<file path="config.mk">
export PLATFORM = sky130hd
export DESIGN_NAME = pose_inv
export DESIGN_NICKNAME = d
export VERILOG_FILES = /design/src/rtl/pose_inv.sv
export SDC_FILE = /design/constraint.sdc
export NUM_CORES = 1
export LEC_CHECK = 0
export BUFFER_PORTS_ARGS = -buffer_cell sky130_fd_sc_hd__buf_2
export CAP_MARGIN = 25
export CORE_MARGIN = 1.5
export CORE_UTILIZATION = 53
export DETAILED_ROUTE_END_ITERATION = 8
export PLACE_DENSITY = 0.78
export SLEW_MARGIN = 0
export SYNTH_ARGS = -nofsm -noshare
export SYNTH_HDL_FRONTEND = slang
export SYNTH_SLANG_ARGS = --single-unit
</file>
<file path="constraint.sdc">
create_clock -name clk -period 10.3 [get_ports clk]
set_input_delay 0 -clock clk [delete_from_list [all_inputs] [get_ports clk]]
set_output_delay 0 -clock clk [all_outputs]
set_load 0.1 [all_outputs]
</file>
<file path="src/rtl/pose_inv.sv">
// pose_inv: inverts a rigid camera-to-world pose [R|t] into the world-to-camera
// pose [R^T | -R^T t] using one time-shared multiply/accumulate unit.
// Elements are signed fixed point (TOTAL_BITS wide, FRAC_BITS fractional).
// Optional build macro: POSE_INV_SAT_EN -- out-of-range translation results
// saturate instead of wrapping to their low TOTAL_BITS bits.
module pose_inv #(
  parameter int TOTAL_BITS = 16,
  parameter int FRAC_BITS  = 4
) (
  input  logic                      clk,
  input  logic                      rst,
  input  logic                      in_valid,
  output logic                      in_ready,
  input  logic [9*TOTAL_BITS-1:0]   r_in,
  input  logic [3*TOTAL_BITS-1:0]   t_in,
  output logic                      out_valid,
  input  logic                      out_ready,
  output logic [9*TOTAL_BITS-1:0]   r_out,
  output logic [3*TOTAL_BITS-1:0]   t_out,
  output logic                      ovf
);

  localparam int W  = TOTAL_BITS;
  localparam int PW = 2 * TOTAL_BITS;
  localparam int AW = 2 * TOTAL_BITS + 2;

  typedef enum logic [1:0] {
    IDLE = 2'd0,
    MAC  = 2'd1,
    DONE = 2'd2
  } state_t;

  state_t               state_q;
  logic [3:0]           k_q;          // MAC step 0..8
  logic [1:0]           i_q;          // output row, k/3
  logic [1:0]           j_q;          // column within row, k%3
  logic signed [AW-1:0] acc_q;
  logic [3*W-1:0]       t_q;          // latched input translation
  logic [9*W-1:0]       r_out_q;
  logic [3*W-1:0]       t_out_q;
  logic                 ovf_q;
  logic                 in_ready_q;
  logic                 out_valid_q;

  // Transpose of the incoming rotation: element (i,j) lands at (j,i).
  logic [9*W-1:0] r_tr;
  genvar gi;
  generate
    for (gi = 0; gi < 9; gi++) begin : g_transpose
      assign r_tr[(3*(gi%3) + gi/3)*W +: W] = r_in[gi*W +: W];
    end
  endgenerate

  // r_out_q already holds R^T, so step k reads R^T[i][j] = R[j][i] at index k.
  logic signed [W-1:0]  mul_a;
  logic signed [W-1:0]  mul_b;
  logic signed [PW-1:0] prod;
  logic signed [AW-1:0] acc_sum;
  logic signed [AW-1:0] shifted;
  logic signed [AW-1:0] v_full;
  logic                 v_ovf;
  logic [W-1:0]         v_out;

  assign mul_a   = r_out_q[k_q*W +: W];
  assign mul_b   = t_q[j_q*W +: W];
  assign prod    = mul_a * mul_b;
  assign acc_sum = acc_q + {{(AW-PW){prod[PW-1]}}, prod};
  // Arithmetic shift truncates toward -inf before the negation.
  assign shifted = acc_sum >>> FRAC_BITS;
  assign v_full  = -shifted;
  // In range exactly when every bit from the W-bit sign position up agrees.
  assign v_ovf   = !((&v_full[AW-1:W-1]) || (~|v_full[AW-1:W-1]));

`ifdef POSE_INV_SAT_EN
  // Clamp to the most positive / most negative representable element.
  always_comb begin
    v_out = v_full[W-1:0];
    if (v_ovf) begin
      v_out = v_full[AW-1] ? {1'b1, {(W-1){1'b0}}} : {1'b0, {(W-1){1'b1}}};
    end
  end
`else
  // Wrap: keep the low W bits.
  always_comb begin
    v_out = v_full[W-1:0];
  end
`endif

  // Control FSM plus datapath registers; outputs are registered.
  always_ff @(posedge clk) begin
    if (rst) begin
      state_q     <= IDLE;
      k_q         <= '0;
      i_q         <= '0;
      j_q         <= '0;
      acc_q       <= '0;
      t_q         <= '0;
      r_out_q     <= '0;
      t_out_q     <= '0;
      ovf_q       <= 1'b0;
      in_ready_q  <= 1'b1;
      out_valid_q <= 1'b0;
    end else begin
      case (state_q)
        IDLE: begin
          if (in_valid && in_ready_q) begin
            t_q        <= t_in;
            r_out_q    <= r_tr;
            acc_q      <= '0;
            ovf_q      <= 1'b0;
            k_q        <= '0;
            i_q        <= '0;
            j_q        <= '0;
            in_ready_q <= 1'b0;
            state_q    <= MAC;
          end
        end
        MAC: begin
          if (j_q == 2'd2) begin
            // Row complete: scale, negate and store one translation element.
            t_out_q[i_q*W +: W] <= v_out;
            if (v_ovf) begin
              ovf_q <= 1'b1;
            end
            acc_q <= '0;
            j_q   <= '0;
            i_q   <= i_q + 2'd1;
          end else begin
            acc_q <= acc_sum;
            j_q   <= j_q + 2'd1;
          end
          if (k_q == 4'd8) begin
            k_q         <= '0;
            out_valid_q <= 1'b1;
            state_q     <= DONE;
          end else begin
            k_q <= k_q + 4'd1;
          end
        end
        DONE: begin
          // in_ready only rises the cycle after the output handshake.
          if (out_ready) begin
            out_valid_q <= 1'b0;
            in_ready_q  <= 1'b1;
            state_q     <= IDLE;
          end
        end
        default: begin
          state_q     <= IDLE;
          in_ready_q  <= 1'b1;
          out_valid_q <= 1'b0;
        end
      endcase
    end
  end

  assign in_ready  = in_ready_q;
  assign out_valid = out_valid_q;
  assign r_out     = r_out_q;
  assign t_out     = t_out_q;
  assign ovf       = ovf_q;

endmodule
</file>
==> results.sh <==
export IMPL_status="completed"
export IMPL_met2_usage=0.579
export IMPL_syn_inst=2902
export IMPL_synthArstFlopShare=0
export IMPL_critPathMaxStageDelay_ns=0.58
export IMPL_fin_crit_ns=9.97
export IMPL_busiest_layer="met2"
export IMPL_skew_ns=0.0197
export IMPL_dieArea_um2=46900
export IMPL_final_max_slew_viol_count=0
export IMPL_port_buffers=390
export IMPL_ir_drop_v=0.000145
export IMPL_wl_um=90000
export IMPL_cts_sinks=287
export IMPL_wire_per_inst_um=21.9
export IMPL_clock_power_share=0.284
export IMPL_min_path_cells=2
export IMPL_hold_violations=0
export IMPL_p_sw_frac=0.423
export IMPL_start_util=0.535
export IMPL_setup_viol=0
export IMPL_crit_path_top_delay_cell="mux4_2"
export IMPL_post_route_period_util=0.968
export IMPL_grt_remaining_overflow=0
export IMPL_cp_end_kind="register"
export IMPL_r2r_end="ovf"
export IMPL_final_cell_mix="605 x nand2_1, 389 x buf_2, 343 x inv_1"
export IMPL_postSynthAreaPerCell_um2=8.34
export IMPL_grt_pass1_vias=24410
export IMPL_clock_latency_ns=0.54
export IMPL_hold_ws_ns=0.155
export IMPL_max_cap_viol_count=0
export IMPL_ys_warnings_count=0
export IMPL_fp_dieH_um=217
export IMPL_drive_gt1_frac=0.194
export IMPL_antenna_found_initial=3
export IMPL_boundaryPins=391
export IMPL_drc=0
export IMPL_clockBufferDepth=3
export IMPL_cts_buffers=34
export IMPL_fp_dieW_um=217
export IMPL_pre_cts_ws_ns=0.161
export IMPL_num_rows=78
export IMPL_critPathArrivalTime_ns=10.37
export IMPL_netlist_area_um2=24200
export IMPL_synth_nets=3485
export IMPL_ys_seq_area_frac=0.238
export IMPL_dominantRegCellSynth="dfxtp_1"
export IMPL_drtIter0Drc=2789
export IMPL_gp_congestion=0.997
export IMPL_max_freq_mhz=100
export IMPL_reg2reg_from="k_q[0]"
export IMPL_clk_pin_slew_ns=0.06
export IMPL_tightest_slew_ns=0.950
export IMPL_leakage_nw=14.2
export IMPL_ff2ff_setup_slack_ns=0.33
export IMPL_mostFrequentLayoutCell="nand2_1"
export IMPL_power_switching_mw=1.89
export IMPL_crit_type="register to register"
export IMPL_grt_util_met3=0.0942
export IMPL_fin_setup_tns_ns=0
export IMPL_grt_use_met1=0.478
export IMPL_root_buffer="clkbuf_16"
export IMPL_maxSlewHeadroom=0.366
export IMPL_dr_pass1_iters=6
export IMPL_powerDensity_nw_per_um2=146
export IMPL_worstRegToRegCells=38
export IMPL_htree_levels=2
export IMPL_seq_power_share=0.277
export IMPL_grt_pass1_wl_um=137000
export IMPL_cts_tree="built"
export IMPL_crit_top_cell="fa_1"
export IMPL_start_kind="register"
export IMPL_hp_class="input pin to register"
export IMPL_synth_distinct_cells=91
export IMPL_layout_setup_ws_ns=0.332
export IMPL_vias=24664
export IMPL_ant_nets=0
export IMPL_via_per_inst=6.00
export IMPL_design_core_area_um2=45200
export IMPL_synth_seq_cells=287
export IMPL_hp_start="rst"
export IMPL_dp_hpwl_um=64900
export IMPL_cp_max_fo=14
export IMPL_p_int_mw=2.58
export IMPL_nets=4067
export IMPL_synth_edf_count=0
export IMPL_grt_max_degree=126
export IMPL_area_growth_pct=26.2
export IMPL_worstPathRequired_ns=10.71
export IMPL_whs_endpoint="r_out[140]"
export IMPL_combPwrFrac=0.439
export IMPL_grt_usage=0.376
-- critical path: cells and delay by family (launching register included) --
family                   cells  cell delay [ns]
buffers and inverters        5             0.51
XOR/XNOR                     2             0.51
AO/OA/AOI/OAI               15             2.94
AND/OR/NAND/NOR              6             1.01
adder cells (fa/ha/maj)      8             3.60
multiplexers                 2             0.87
flip-flops                   1             0.39
-- cell type report --
| cell class | count | area (um2) |
|---|---|---|
| antenna | 1 | 2.50 |
| clock buffer | 43 | 935 |
| clock inverter | 17 | 219 |
| fill | 3352 | 14700 |
| inverter | 345 | 1290 |
| multi-input combinational | 2120 | 16700 |
| sequential | 287 | 5750 |
| tap | 600 | 751 |
| timing repair buffer | 696 | 4830 |
-- worst max path at each step --
stage                      start  end  cells after the start
final                     k_q[0]  ovf                     38
after global routing      k_q[0]  ovf                     36
after CTS                 k_q[0]  ovf                     37
after detailed placement  k_q[0]  ovf                     37
after global placement    k_q[0]  ovf                     37
after floorplan           k_q[0]  ovf                     40
-- through the flow --
step                      total power, mW   util  area, um2  std cells
after floorplan                      2.51      -      24200       2902
after global placement               3.03  0.600      27100       3836
after detailed placement             3.05  0.600      27100       3836
after CTS                            4.36  0.668      30200       4090
after global routing                 4.64  0.676      30500       4108
final                                4.47  0.676      30500       4109
-- cell families after synthesis --
group | count (synthesis) | share of synthesized area
AND/OR/NAND/NOR | 1052 | 0.189
AO/OA/AOI/OAI | 546 | 0.143
buffers and inverters | 495 | 0.0782
adder cells (fa/ha/maj) | 387 | 0.282
flip-flops | 287 | 0.238
XOR/XNOR | 71 | 0.0273
multiplexers | 64 | 0.0431
-- sequential cells by signal (all words and copies together) (netlist names) --
name / count
acc_q: 34
i_q: 2
in_ready: 1
j_q: 2
k_q: 4
out_valid: 1
ovf: 1
r_out: 144
state_q: 2
t_out: 48
t_q: 48
-- synth_stat cells, types with 4 or more instances --
cell | count | area share
a211oi_1 | 7 | 0.0022
a211oi_2 | 4 | 0.0021
a21o_1 | 19 | 0.0059
a21oi_1 | 268 | 0.055
a22oi_1 | 79 | 0.025
a31oi_1 | 10 | 0.0026
and2_1 | 19 | 0.0049
and3_1 | 10 | 0.0026
buf_1 | 12 | 0.0019
buf_2 | 9 | 0.0019
clkbuf_1 | 126 | 0.020
dfxtp_1 | 287 | 0.24
fa_1 | 263 | 0.22
ha_1 | 124 | 0.064
inv_1 | 343 | 0.053
mux2i_1 | 30 | 0.012
mux4_2 | 32 | 0.030
nand2_1 | 606 | 0.094
nand2b_1 | 32 | 0.0083
nand3_1 | 21 | 0.0043
nand3b_1 | 5 | 0.0016
nand4_1 | 9 | 0.0023
nor2_1 | 233 | 0.036
nor2b_1 | 35 | 0.0091
nor3_1 | 35 | 0.0072
nor4_1 | 6 | 0.0016
o2111ai_1 | 4 | 0.0014
o211ai_1 | 7 | 0.0022
o21a_1 | 17 | 0.0053
o21ai_0 | 34 | 0.0070
o21ai_1 | 18 | 0.0037
o21bai_1 | 9 | 0.0028
o22a_1 | 8 | 0.0029
o22ai_1 | 13 | 0.0034
o31a_1 | 4 | 0.0014
o31ai_1 | 5 | 0.0016
or2_2 | 8 | 0.0021
or3_1 | 5 | 0.0013
xnor2_1 | 47 | 0.017
xor2_1 | 20 | 0.0072
-- routing by layer --
metal  share of wire  up-vias
met5         0.00034        -
met4           0.075        4
met3            0.12      454
met2            0.44     1738
met1            0.37    11845
li1                -    10623
-- power groups by stage --
stage / clock network [mW] / logic, mW / registers [mW]
floorplan: 0 / 1.02 / 1.49
global placement: 0 / 1.78 / 1.25
detailed placement: 0 / 1.79 / 1.25
CTS: 1.26 / 1.87 / 1.23
global route: 1.31 / 2.09 / 1.24
finish: 1.27 / 1.96 / 1.24
-- what timing repair did --
action                     CTS  global route
setup buffers                0            15
hold endpoints to repair   196             0
hold buffers               194             0
setup endpoints to repair    0             2
gates resized for setup      0            45
Power figures use the tool's default switching activity.
